$ cat src/rtl/video_pattern_compositor.sv
// Test-pattern generator with a camera RGB565 composite below a split line; 2-cycle latency.
// Optional macro PATTERN_BORDER_EN forces a white one-pixel frame border.
module video_pattern_compositor #(
  parameter int unsigned H_ACTIVE   = 1280,
  parameter int unsigned V_ACTIVE   = 720,
  parameter int unsigned BAND_NUM   = 24,
  parameter int unsigned DATA_W     = 8,
  parameter int unsigned GRID_SHIFT = 5
) (
  input  logic              clk,
  input  logic              rst,
  input  logic              in_hs,
  input  logic              in_vs,
  input  logic              in_de,
  input  logic [10:0]       in_x,
  input  logic [10:0]       in_y,
  input  logic [4:0]        cam_r,
  input  logic [5:0]        cam_g,
  input  logic [4:0]        cam_b,
  input  logic [1:0]        mode,
  input  logic              cam_en,
  input  logic [10:0]       split_y,
  output logic              out_hs,
  output logic              out_vs,
  output logic              out_de,
  output logic [DATA_W-1:0] out_r,
  output logic [DATA_W-1:0] out_g,
  output logic [DATA_W-1:0] out_b,
  output logic [7:0]        frame_cnt
);

  localparam int unsigned BW  = H_ACTIVE / BAND_NUM;
  localparam int unsigned BW8 = H_ACTIVE / 8;
  localparam int unsigned BPW = (BW > 1) ? $clog2(BW) : 1;
  localparam int unsigned BIW = (BAND_NUM > 1) ? $clog2(BAND_NUM) : 1;
  localparam int unsigned RPW = (BW8 > 1) ? $clog2(BW8) : 1;
  localparam int unsigned CW  = 3 * DATA_W;
  localparam int unsigned SW  = DATA_W + 12;

  logic           vs_q, de_q, armed;
  logic [1:0]     mode_s;
  logic           cam_en_s;
  logic [10:0]    split_s;
  logic [BPW-1:0] band_pos;
  logic [BIW-1:0] band_idx;
  logic [RPW-1:0] bar_pos;
  logic [2:0]     bar_idx;
  logic           hs1, vs1, de1;
  logic [CW-1:0]  pix1;

  logic           vs_rise_c, de_rise_c, pix_valid_c;
  logic [BPW-1:0] cur_band_pos_c;
  logic [BIW-1:0] cur_band_idx_c;
  logic [RPW-1:0] cur_bar_pos_c;
  logic [2:0]     cur_bar_idx_c;
  logic [SW-1:0]  grad_sum_c;
  logic [CW-1:0]  pat_c;

  // Replicate the source MSBs downward to fill a DATA_W-wide channel.
  function automatic logic [DATA_W-1:0] expand(input logic [5:0] v, input int w);
    logic [DATA_W-1:0] e;
    e = '0;
    for (int i = 0; i < int'(DATA_W); i++) e[DATA_W-1-i] = v[w-1-(i%w)];
    return e;
  endfunction

  assign vs_rise_c   = in_vs & ~vs_q;
  assign de_rise_c   = in_de & ~de_q;
  assign pix_valid_c = in_de & (armed | de_rise_c);

  // Counters describe the pixel on the bus now; a de rising edge restarts them at zero.
  assign cur_band_pos_c = de_rise_c ? '0 : band_pos;
  assign cur_band_idx_c = de_rise_c ? '0 : band_idx;
  assign cur_bar_pos_c  = de_rise_c ? '0 : bar_pos;
  assign cur_bar_idx_c  = de_rise_c ? '0 : bar_idx;
  assign grad_sum_c     = SW'(in_x) + SW'(frame_cnt);

  always_comb begin
    pat_c = '0;
    case (mode_s)
      2'd0: pat_c = {1'b1, {(CW-1){1'b0}}} >> cur_band_idx_c;
      2'd1: pat_c = {{DATA_W{~cur_bar_idx_c[1]}}, {DATA_W{~cur_bar_idx_c[2]}},
                     {DATA_W{~cur_bar_idx_c[0]}}};
      2'd2: pat_c = {DATA_W'(grad_sum_c), DATA_W'(in_y), DATA_W'(frame_cnt)};
      default: pat_c = ((in_x[GRID_SHIFT-1:0] == '0) || (in_y[GRID_SHIFT-1:0] == '0)) ?
                       '1 : '0;
    endcase
    if (cam_en_s && (in_y > split_s))
      pat_c = {expand({1'b0, cam_r}, 5), expand(cam_g, 6), expand({1'b0, cam_b}, 5)};
`ifdef PATTERN_BORDER_EN
    if ((in_x == 11'd0) || (in_x == 11'(H_ACTIVE-1)) ||
        (in_y == 11'd0) || (in_y == 11'(V_ACTIVE-1)))
      pat_c = '1;
`endif
    if (!pix_valid_c) pat_c = '0;
  end

  always_ff @(posedge clk) begin
    if (rst) begin
      vs_q      <= 1'b0;
      de_q      <= 1'b1;
      armed     <= 1'b0;
      mode_s    <= 2'd0;
      cam_en_s  <= 1'b0;
      split_s   <= 11'(V_ACTIVE/2);
      frame_cnt <= 8'd0;
      band_pos  <= '0;
      band_idx  <= '0;
      bar_pos   <= '0;
      bar_idx   <= '0;
      hs1       <= 1'b0;
      vs1       <= 1'b0;
      de1       <= 1'b0;
      pix1      <= '0;
      out_hs    <= 1'b0;
      out_vs    <= 1'b0;
      out_de    <= 1'b0;
      out_r     <= '0;
      out_g     <= '0;
      out_b     <= '0;
    end else begin
      vs_q <= in_vs;
      de_q <= in_de;
      if (de_rise_c) armed <= 1'b1;
      if (vs_rise_c) begin
        mode_s    <= mode;
        cam_en_s  <= cam_en;
        split_s   <= split_y;
        frame_cnt <= frame_cnt + 8'd1;
      end
      if (in_de) begin
        if (cur_band_pos_c == BPW'(BW-1)) begin
          band_pos <= '0;
          band_idx <= (cur_band_idx_c == BIW'(BAND_NUM-1)) ? cur_band_idx_c
                                                           : cur_band_idx_c + BIW'(1);
        end else begin
          band_pos <= cur_band_pos_c + BPW'(1);
          band_idx <= cur_band_idx_c;
        end
        if (cur_bar_pos_c == RPW'(BW8-1)) begin
          bar_pos <= '0;
          bar_idx <= (cur_bar_idx_c == 3'd7) ? cur_bar_idx_c : cur_bar_idx_c + 3'd1;
        end else begin
          bar_pos <= cur_bar_pos_c + RPW'(1);
          bar_idx <= cur_bar_idx_c;
        end
      end
      hs1    <= in_hs;
      vs1    <= in_vs;
      de1    <= in_de;
      pix1   <= pat_c;
      out_hs <= hs1;
      out_vs <= vs1;
      out_de <= de1;
      out_r  <= de1 ? pix1[CW-1 -: DATA_W]       : '0;
      out_g  <= de1 ? pix1[2*DATA_W-1 -: DATA_W] : '0;
      out_b  <= de1 ? pix1[DATA_W-1:0]           : '0;
    end
  end

endmodule
$ cat config.mk
export PLATFORM = sky130hd
export DESIGN_NAME = video_pattern_compositor
export DESIGN_NICKNAME = d
export VERILOG_FILES = /design/src/rtl/video_pattern_compositor.sv
export SDC_FILE = /design/constraint.sdc
export NUM_CORES = 1
export LEC_CHECK = 0
export CAP_MARGIN = 20
export CORE_ASPECT_RATIO = 0.5
export CORE_MARGIN = 4
export CORE_UTILIZATION = 52
export DETAILED_ROUTE_END_ITERATION = 10
export GPL_TIMING_DRIVEN = 0
export PLACE_DENSITY = 0.82
export RECOVER_POWER = 100
export REMOVE_ABC_BUFFERS = 1
export SETUP_SLACK_MARGIN = 0.15
export SYNTH_ARGS = -nofsm -noshare
export SYNTH_HDL_FRONTEND = slang
export SYNTH_SLANG_ARGS = --single-unit
$ cat constraint.sdc
create_clock -name clk -period 3.2 [get_ports clk]
set_input_delay 0.64 -clock clk [delete_from_list [all_inputs] [get_ports clk]]
set_output_delay 0.64 -clock clk [all_outputs]
set_load 0.02 [all_outputs]
==> impl_metrics.env, run 1 <==
export IMPL_seq_power_share_pct=46.1
export IMPL_grtUsageTotal_pct=21.09
export IMPL_layout_commonest_cell="dfxtp_1"
export IMPL_arrival_ns=3.08
export IMPL_grtUsageMet1_pct=27.75
export IMPL_final_cell_mix="dfxtp_1 (100), nand2_1 (52), clkdlybuf4s50_1 (49)"
export IMPL_synth_flop_cell="dfxtp_1"
export IMPL_num_vias=4256
export IMPL_synth_top_cells_by_area="dfxtp_1 (42%), ha_1 (7.6%), a21oi_1 (4.6%)"
export IMPL_synthArstFlopShare_pct=0
export IMPL_place_congestion=0.9200
export IMPL_dieArea_um2=10890
export IMPL_antenna_left=0
export IMPL_rsz0062_at_grt="no"
export IMPL_fmax_mhz=345.2
export IMPL_fp_dieH_um=75.81
export IMPL_yosys_warnings=0
export IMPL_syn_instance_count=538
export IMPL_grt_max_degree=53
export IMPL_first_global_vias=3797
export IMPL_skew_ns=0.006863
export IMPL_leakagePower_uw=0.002457
export IMPL_crit_required_ns=3.39
export IMPL_slew_headroom_pct=30.94
export IMPL_hold_end="out_b[1]"
export IMPL_postCtsSetupBuffers=0
export IMPL_antenna_found_initial=0
export IMPL_r2r_end="bar_idx[1]"
export IMPL_cts_resized=3
export IMPL_finalSetupViolCount=0
export IMPL_crit_type="input port to register"
export IMPL_reg2reg_slack_ns=0.64
export IMPL_r2r_cells=8
export IMPL_num_io_pins=92
export IMPL_grt_pass1_wl_mm=18.19
export IMPL_clockBufferDepth=2
export IMPL_yosysTopAreaCellShare_pct=41.86
export IMPL_routedWlPerCell_um=15.84
export IMPL_htree_levels=3
export IMPL_drt_initial_drc_count=355
export IMPL_placed_area_um2=5714
export IMPL_crit_path_end_kind="register"
export IMPL_diodes=0
export IMPL_synth_distinct_cells=57
export IMPL_avgSynthCellArea_um2=8.889
export IMPL_critical_path_max_stage_delay_ns=0.69
export IMPL_dp_hpwl_mm=8.228
export IMPL_numCtsBuffers=9
export IMPL_grt_busiest_layer="met2"
export IMPL_ctsHoldBuffers=0
export IMPL_hold_start="pix1[1]"
export IMPL_yosysTopAreaCell="dfxtp_1"
export IMPL_drtPass1Iterations=5
export IMPL_period_needed_ns=2.897
export IMPL_worst_hold_path_type="register to register"
export IMPL_syn_area_um2=4782
export IMPL_switching_share_pct=24.75
export IMPL_design_area_um2=6048
export IMPL_cts_tree="done"
export IMPL_crit_chain="dlygate4sd3_1 > ha_1 > a21oi_1 > o21ai_0 > or4_1 > a21boi_4 > a311oi_1"
export IMPL_power_density_nw_per_um2=463.5
export IMPL_die_x_um=143.6
export IMPL_dp_cells=719
export IMPL_min_path_cells=1
export IMPL_p_int_uw=2109
export IMPL_clk_latency_ns=0.35
export IMPL_core_um2=8828
export IMPL_drc=0
export IMPL_max_cap_viol_count=0
export IMPL_finalWirelength_mm=11.64
export IMPL_status="completed"
export IMPL_p_switching_uw=693.7
export IMPL_hold_violations=0
export IMPL_num_rows=24
export IMPL_drt_vias_per_instance=5.790
export IMPL_grt_overflow_total=0
export IMPL_r2r_start="de_q"
export IMPL_synth_edff_count=0
export IMPL_fill_cells=728
export IMPL_finalMaxSlewViolations=0
export IMPL_worst_slew_pin_slew_ns=1.034
export IMPL_clkPwrFrac_pct=42.8
export IMPL_layout_drive_gt1_share_pct=6.149
export IMPL_p_comb_share_pct=11.1
export IMPL_final_core_util_pct=68.51
export IMPL_start_util_pct=54.17
export IMPL_clkTransAtPathRegs_ns=0.07
export IMPL_timing_final_crit_share_pct=90.52
export IMPL_io_buffers=88
export IMPL_start_kind="input port"
export IMPL_crit_fanout=9
export IMPL_final_cells=735
export IMPL_cp_slowest_cell="or4_1"
export IMPL_syn_to_final_growth_pct=26.48
export IMPL_grtUsageMet2_pct=35.39
export IMPL_cts_root_buf="clkbuf_16"
export IMPL_peakVddDrop_uv=291.7
export IMPL_synth_seq_area_share_pct=41.86
export IMPL_met3_usage_pct=5.329
export IMPL_synth_seq_cells=100
export IMPL_cts_sinks=100
export IMPL_layout_nets=700
[cells in the mapped netlist (2+ instances only)]
| cell type | count |
|---|---|
| a211oi_1 | 3 |
| a41oi_1 | 2 |
| and4_1 | 3 |
| nor4b_1 | 3 |
| nand3b_1 | 2 |
| and2_1 | 31 |
| or2_2 | 2 |
| clkbuf_1 | 20 |
| xnor2_1 | 7 |
| ha_1 | 29 |
| nand2_1 | 52 |
| a211o_1 | 4 |
| inv_1 | 30 |
| a32oi_1 | 9 |
| a22o_1 | 4 |
| a221oi_1 | 14 |
| a311oi_1 | 2 |
| dfxtp_1 | 100 |
| nor4b_4 | 2 |
| or4_1 | 2 |
| a21o_1 | 2 |
| a21oi_2 | 2 |
| nor4_1 | 4 |
| nand4_1 | 9 |
| or3_1 | 5 |
| o21ai_0 | 16 |
| o31ai_1 | 2 |
| nor3_1 | 7 |
| nor2_1 | 37 |
| mux2i_1 | 3 |
| nand2b_1 | 4 |
| nor2b_1 | 11 |
| a32o_1 | 3 |
| xor2_1 | 6 |
| buf_2 | 5 |
| nand3_1 | 13 |
| and3_1 | 6 |
| o22ai_1 | 6 |
| a21oi_1 | 44 |
| a22oi_1 | 15 |
[how the worst max path moves through the flow]
stage                         from     endpoint  slack, ns  cells past startpoint
after floorplan           in_y[10]     pix1[16]       0.75                      6
after global placement       in_de  band_idx[3]      -0.98                      9
after detailed placement     in_de  band_idx[3]      -1.04                      9
after CTS                    in_de  band_idx[3]       0.15                      9
after global routing       in_y[4]     pix1[22]       0.17                      7
final                      in_y[4]     pix1[22]       0.30                      7
[sequential cells by signal, summed over array words and instances (netlist names)]
register and count:
armed 1, band_idx 5, band_pos 6, bar_idx 3
bar_pos 8, cam_en_s 1, de1 1, de_q 1
frame_cnt 8, hs1 1, mode_s 2, out_b 8
out_de 1, out_g 8, out_hs 1, out_r 8
out_vs 1, pix1 24, split_s 11, vs1 1
[final cells by class]
type	count	area, µm²	area share (%)
clock inverters	7	105.1	1.738
inverters	30	112.6	1.862
flip-flops and latches	100	2002	33.10
clock buffers	9	225.2	3.724
repair buffers	90	882.1	14.58
well taps	117	146.4	2.420
multi-input cells	382	2575	42.57
[power groups by stage]
stage / logic (µW) / clock network, µW / registers [µW]
2_1_floorplan: 165 / 0 / 1320
3_3_place_gp: 299 / 0 / 1320
3_5_place_dp: 307 / 0 / 1320
4_1_cts: 311 / 1220 / 1290
5_1_grt: 342 / 1250 / 1300
6_report: 311 / 1200 / 1290
[worst max-delay path, delay by kind of cell]
kind	cells	cell delay [ns]
AO/OA/AOI/OAI	4	0.78
AND/OR/NAND/NOR	1	0.69
buffers and inverters	1	0.62
adder cells (fa/ha/maj)	1	0.34
[stage by stage]
| stage | power [µW] | setup WS, ns | TNS (ns) | hold slack, ns |
|---|---|---|---|---|
| floorplan | 1485 | 0.7493 | 0 | 0.4057 |
| global placement | 1619 | -0.9811 | -40.07 | 0.4108 |
| detailed placement | 1628 | -1.040 | -21.95 | 0.4127 |
| CTS | 2819 | 0.1517 | 0 | 0.4290 |
| global route | 2890 | 0.1713 | 0 | 0.4380 |
| finish | 2803 | 0.3033 | 0 | 0.4265 |
[logic make-up after synthesis]
family / after synthesis / share of synthesized area (%)
AOI/OAI and AO/OA: 138 / 20.17
xor gates and xnor gates: 13 / 2.381
adders and majority gates: 30 / 8.006
buffers and inverters: 56 / 4.683
DFF: 100 / 41.86
muxes: 3 / 0.6280
and+or+nand+nor: 198 / 22.27
[routing by layer]
metal,up-vias,part of all wire [%],wire length (µm)
li1,2080,-,-
met1,1993,45,5250
met2,162,46,5371
met3,21,7.4,863
met4,0,1.4,159
met5,-,0,0
No activity file was read; power rests on OpenSTA's default activity.
==> run 2, diff against run 1 <==
--- a/config.mk
+++ b/config.mk
@@ -6,12 +6,15 @@
 export NUM_CORES = 1
 export LEC_CHECK = 0
 export CAP_MARGIN = 20
+export CELL_PAD_IN_SITES_DETAIL_PLACEMENT = 0
+export CELL_PAD_IN_SITES_GLOBAL_PLACEMENT = 1
 export CORE_ASPECT_RATIO = 0.5
 export CORE_MARGIN = 4
-export CORE_UTILIZATION = 52
+export CORE_UTILIZATION = 35
+export CTS_CLUSTER_DIAMETER = 40
 export DETAILED_ROUTE_END_ITERATION = 10
 export GPL_TIMING_DRIVEN = 0
-export PLACE_DENSITY = 0.82
+export PLACE_DENSITY = 0.78
 export RECOVER_POWER = 100
 export REMOVE_ABC_BUFFERS = 1
 export SETUP_SLACK_MARGIN = 0.15
==> constraint.sdc (replaced) <==
create_clock -name clk -period 2.45 [get_ports clk]
set_input_delay 0.49 -clock clk [delete_from_list [all_inputs] [get_ports clk]]
set_output_delay 0.49 -clock clk [all_outputs]
set_load 0.02 [all_outputs]
==> impl_metrics.env, run 2 (synthesis results as in run 1) <==
export IMPL_leakagePower_uw=0.002595
export IMPL_dp_cells=773
export IMPL_largest_reg_flops=24
export IMPL_crit_type="input port to register"
export IMPL_cp_slowest_cell="or4_4"
export IMPL_startpoint="in_y[4]"
export IMPL_grtUsageMet1_pct=21.89
export IMPL_clk_latency_ns=0.35
export IMPL_dieArea_um2=15710
export IMPL_placed_area_um2=5812
export IMPL_fp_dieH_um=90.66
export IMPL_die_x_um=173.3
export IMPL_grtUsageTotal_pct=15.79
export IMPL_top_regs="pix1: 24 flops, split_s: 11 flops"
export IMPL_clkTransAtPathRegs_ns=0.07
export IMPL_dp_hpwl_mm=9.022
export IMPL_whs_ns=0.4259
export IMPL_drt_vias_per_instance=5.213
export IMPL_antenna_found_initial=0
export IMPL_critical_path_max_stage_delay_ns=0.59
export IMPL_num_vias=4186
export IMPL_grt_busiest_layer="met2"
export IMPL_layout_drive_gt1_share_pct=12.01
export IMPL_arrival_ns=2.47
export IMPL_r2r_end="pix1[5]"
export IMPL_cts_root_buf="clkbuf_16"
export IMPL_grtUsageMet2_pct=25.01
export IMPL_finalSetupViolCount=0
export IMPL_io_buffers=88
export IMPL_crit_path_end_kind="register"
export IMPL_num_io_pins=92
export IMPL_hold_violations=0
export IMPL_path_depth=7
export IMPL_final_cell_mix="dfxtp_1 (99), nand2_1 (51), a21oi_1 (40)"
export IMPL_layout_nets=715
export IMPL_crit_chain="dlygate4sd2_1 > ha_4 > a21oi_2 > o21ai_2 > or4_4 > a21oi_1 > a221oi_1"
export IMPL_place_congestion=0.8166
export IMPL_grt_max_degree=29
export IMPL_layout_commonest_cell="dfxtp_1"
export IMPL_timing_final_crit_share_pct=93.83
export IMPL_status="completed"
export IMPL_peakVddDrop_uv=326.6
export IMPL_path_delay_family="compound AO/OA/AOI/OAI gates"
export IMPL_start_util_pct=36.71
export IMPL_first_global_vias=4018
export IMPL_core_um2=13030
export IMPL_worst_hold_path_type="register to register"
export IMPL_cts_sinks=100
export IMPL_num_rows=29
export IMPL_worst_path_buf_inv=1
export IMPL_slew_headroom_pct=26.18
export IMPL_rsz0062_at_grt="no"
export IMPL_fmax_mhz=435.0
export IMPL_worst_slew_pin_slew_ns=1.107
export IMPL_crit_fanout=6
export IMPL_final_cells=803
export IMPL_grt_overflow_total=0
export IMPL_design_area_um2=6405
export IMPL_setup_tns_ns=0
export IMPL_met3_usage_pct=3.639
export IMPL_max_cap_viol_count=0
export IMPL_reg2reg_slack_ns=0.21
export IMPL_routedWlPerCell_um=15.73
export IMPL_crit_required_ns=2.62
export IMPL_finalMaxSlewViolations=0
export IMPL_drt_initial_drc_count=248
export IMPL_syn_to_final_growth_pct=33.94
export IMPL_antenna_left=0
export IMPL_power_density_nw_per_um2=551.7
export IMPL_clockBufferDepth=2
export IMPL_period_needed_ns=2.299
export IMPL_start_kind="input port"
export IMPL_drc=0
export IMPL_top_register="pix1"
export IMPL_drtPass1Iterations=5
export IMPL_numCtsBuffers=9
export IMPL_crit_end="pix1[5]"
export IMPL_skew_ns=0.007650
export IMPL_cts_tree="done"
export IMPL_fill_cells=1227
export IMPL_finalWirelength_mm=12.64
export IMPL_r2r_cells=7
export IMPL_diodes=0
export IMPL_grt_pass1_wl_mm=20.51
export IMPL_r2r_start="split_s[4]"
export IMPL_htree_levels=3
-- run 2: worst min path at each step --
stage,startpoint,end,depth (start not counted)
after floorplan,pix1[0],out_b[0],1
after global placement,pix1[21],out_r[5],1
after detailed placement,pix1[10],out_g[2],1
after CTS,pix1[10],out_g[2],1
after global routing,pix1[19],out_r[3],1
final,pix1[10],out_g[2],1
-- run 2: repair_timing --
action                     4_1_cts  5_1_grt
gates resized for setup         34       27
hold buffers                     0        0
setup buffers                    8        5
cloned                           1        0
setup endpoints to repair       48       34
pin swaps                       11       10
-- run 2: where the power goes --
| group | internal (µW) | switching (µW) | total [µW] | leakage [µW] |
|---|---|---|---|---|
| sequential | 1660 | 27.4 | 1690 | 0.000811 |
| clock | 705 | 659 | 1360 | 0.000132 |
| combinational | 224 | 258 | 482 | 0.00165 |
-- run 2: area by class of cell --
cell class | count | area (µm²) | share of cell area (%)
multi-input combinational | 383 | 2790 | 43.56
sequential | 100 | 2006 | 31.31
timing repair buffer | 104 | 999.7 | 15.61
clock buffer | 9 | 225.2 | 3.516
tap | 170 | 212.7 | 3.321
inverter | 30 | 112.6 | 1.758
clock inverter | 7 | 58.81 | 0.9181
-- run 2: per-layer routing --
metal | vias to the layer above | share of wire (%)
met2 | 94 | 44
met3 | 6 | 4.8
met1 | 1972 | 50
li1 | 2114 | -
met5 | - | 0
met4 | 0 | 0.65
-- run 2: worst reg2reg max path: stages (launching register included) --
cell and delay (ns):
dfxtp_1 0.34, inv_1 0.08, ha_4 0.25, a21oi_2 0.15, o21ai_2 0.10, or4_4 0.59
a21oi_1 0.40, a221oi_1 0.16
-- run 2: stage by stage --
stage | power, µW | worst slack [ns] | utilization (%)
floorplan | 1940 | 0.1493 | -
global placement | 2126 | -1.681 | 44.25
detailed placement | 2138 | -1.667 | 44.62
CTS | 3563 | 0.1422 | 48.36
global route | 3683 | 0.07363 | 49.17
finish | 3534 | 0.1512 | 49.17
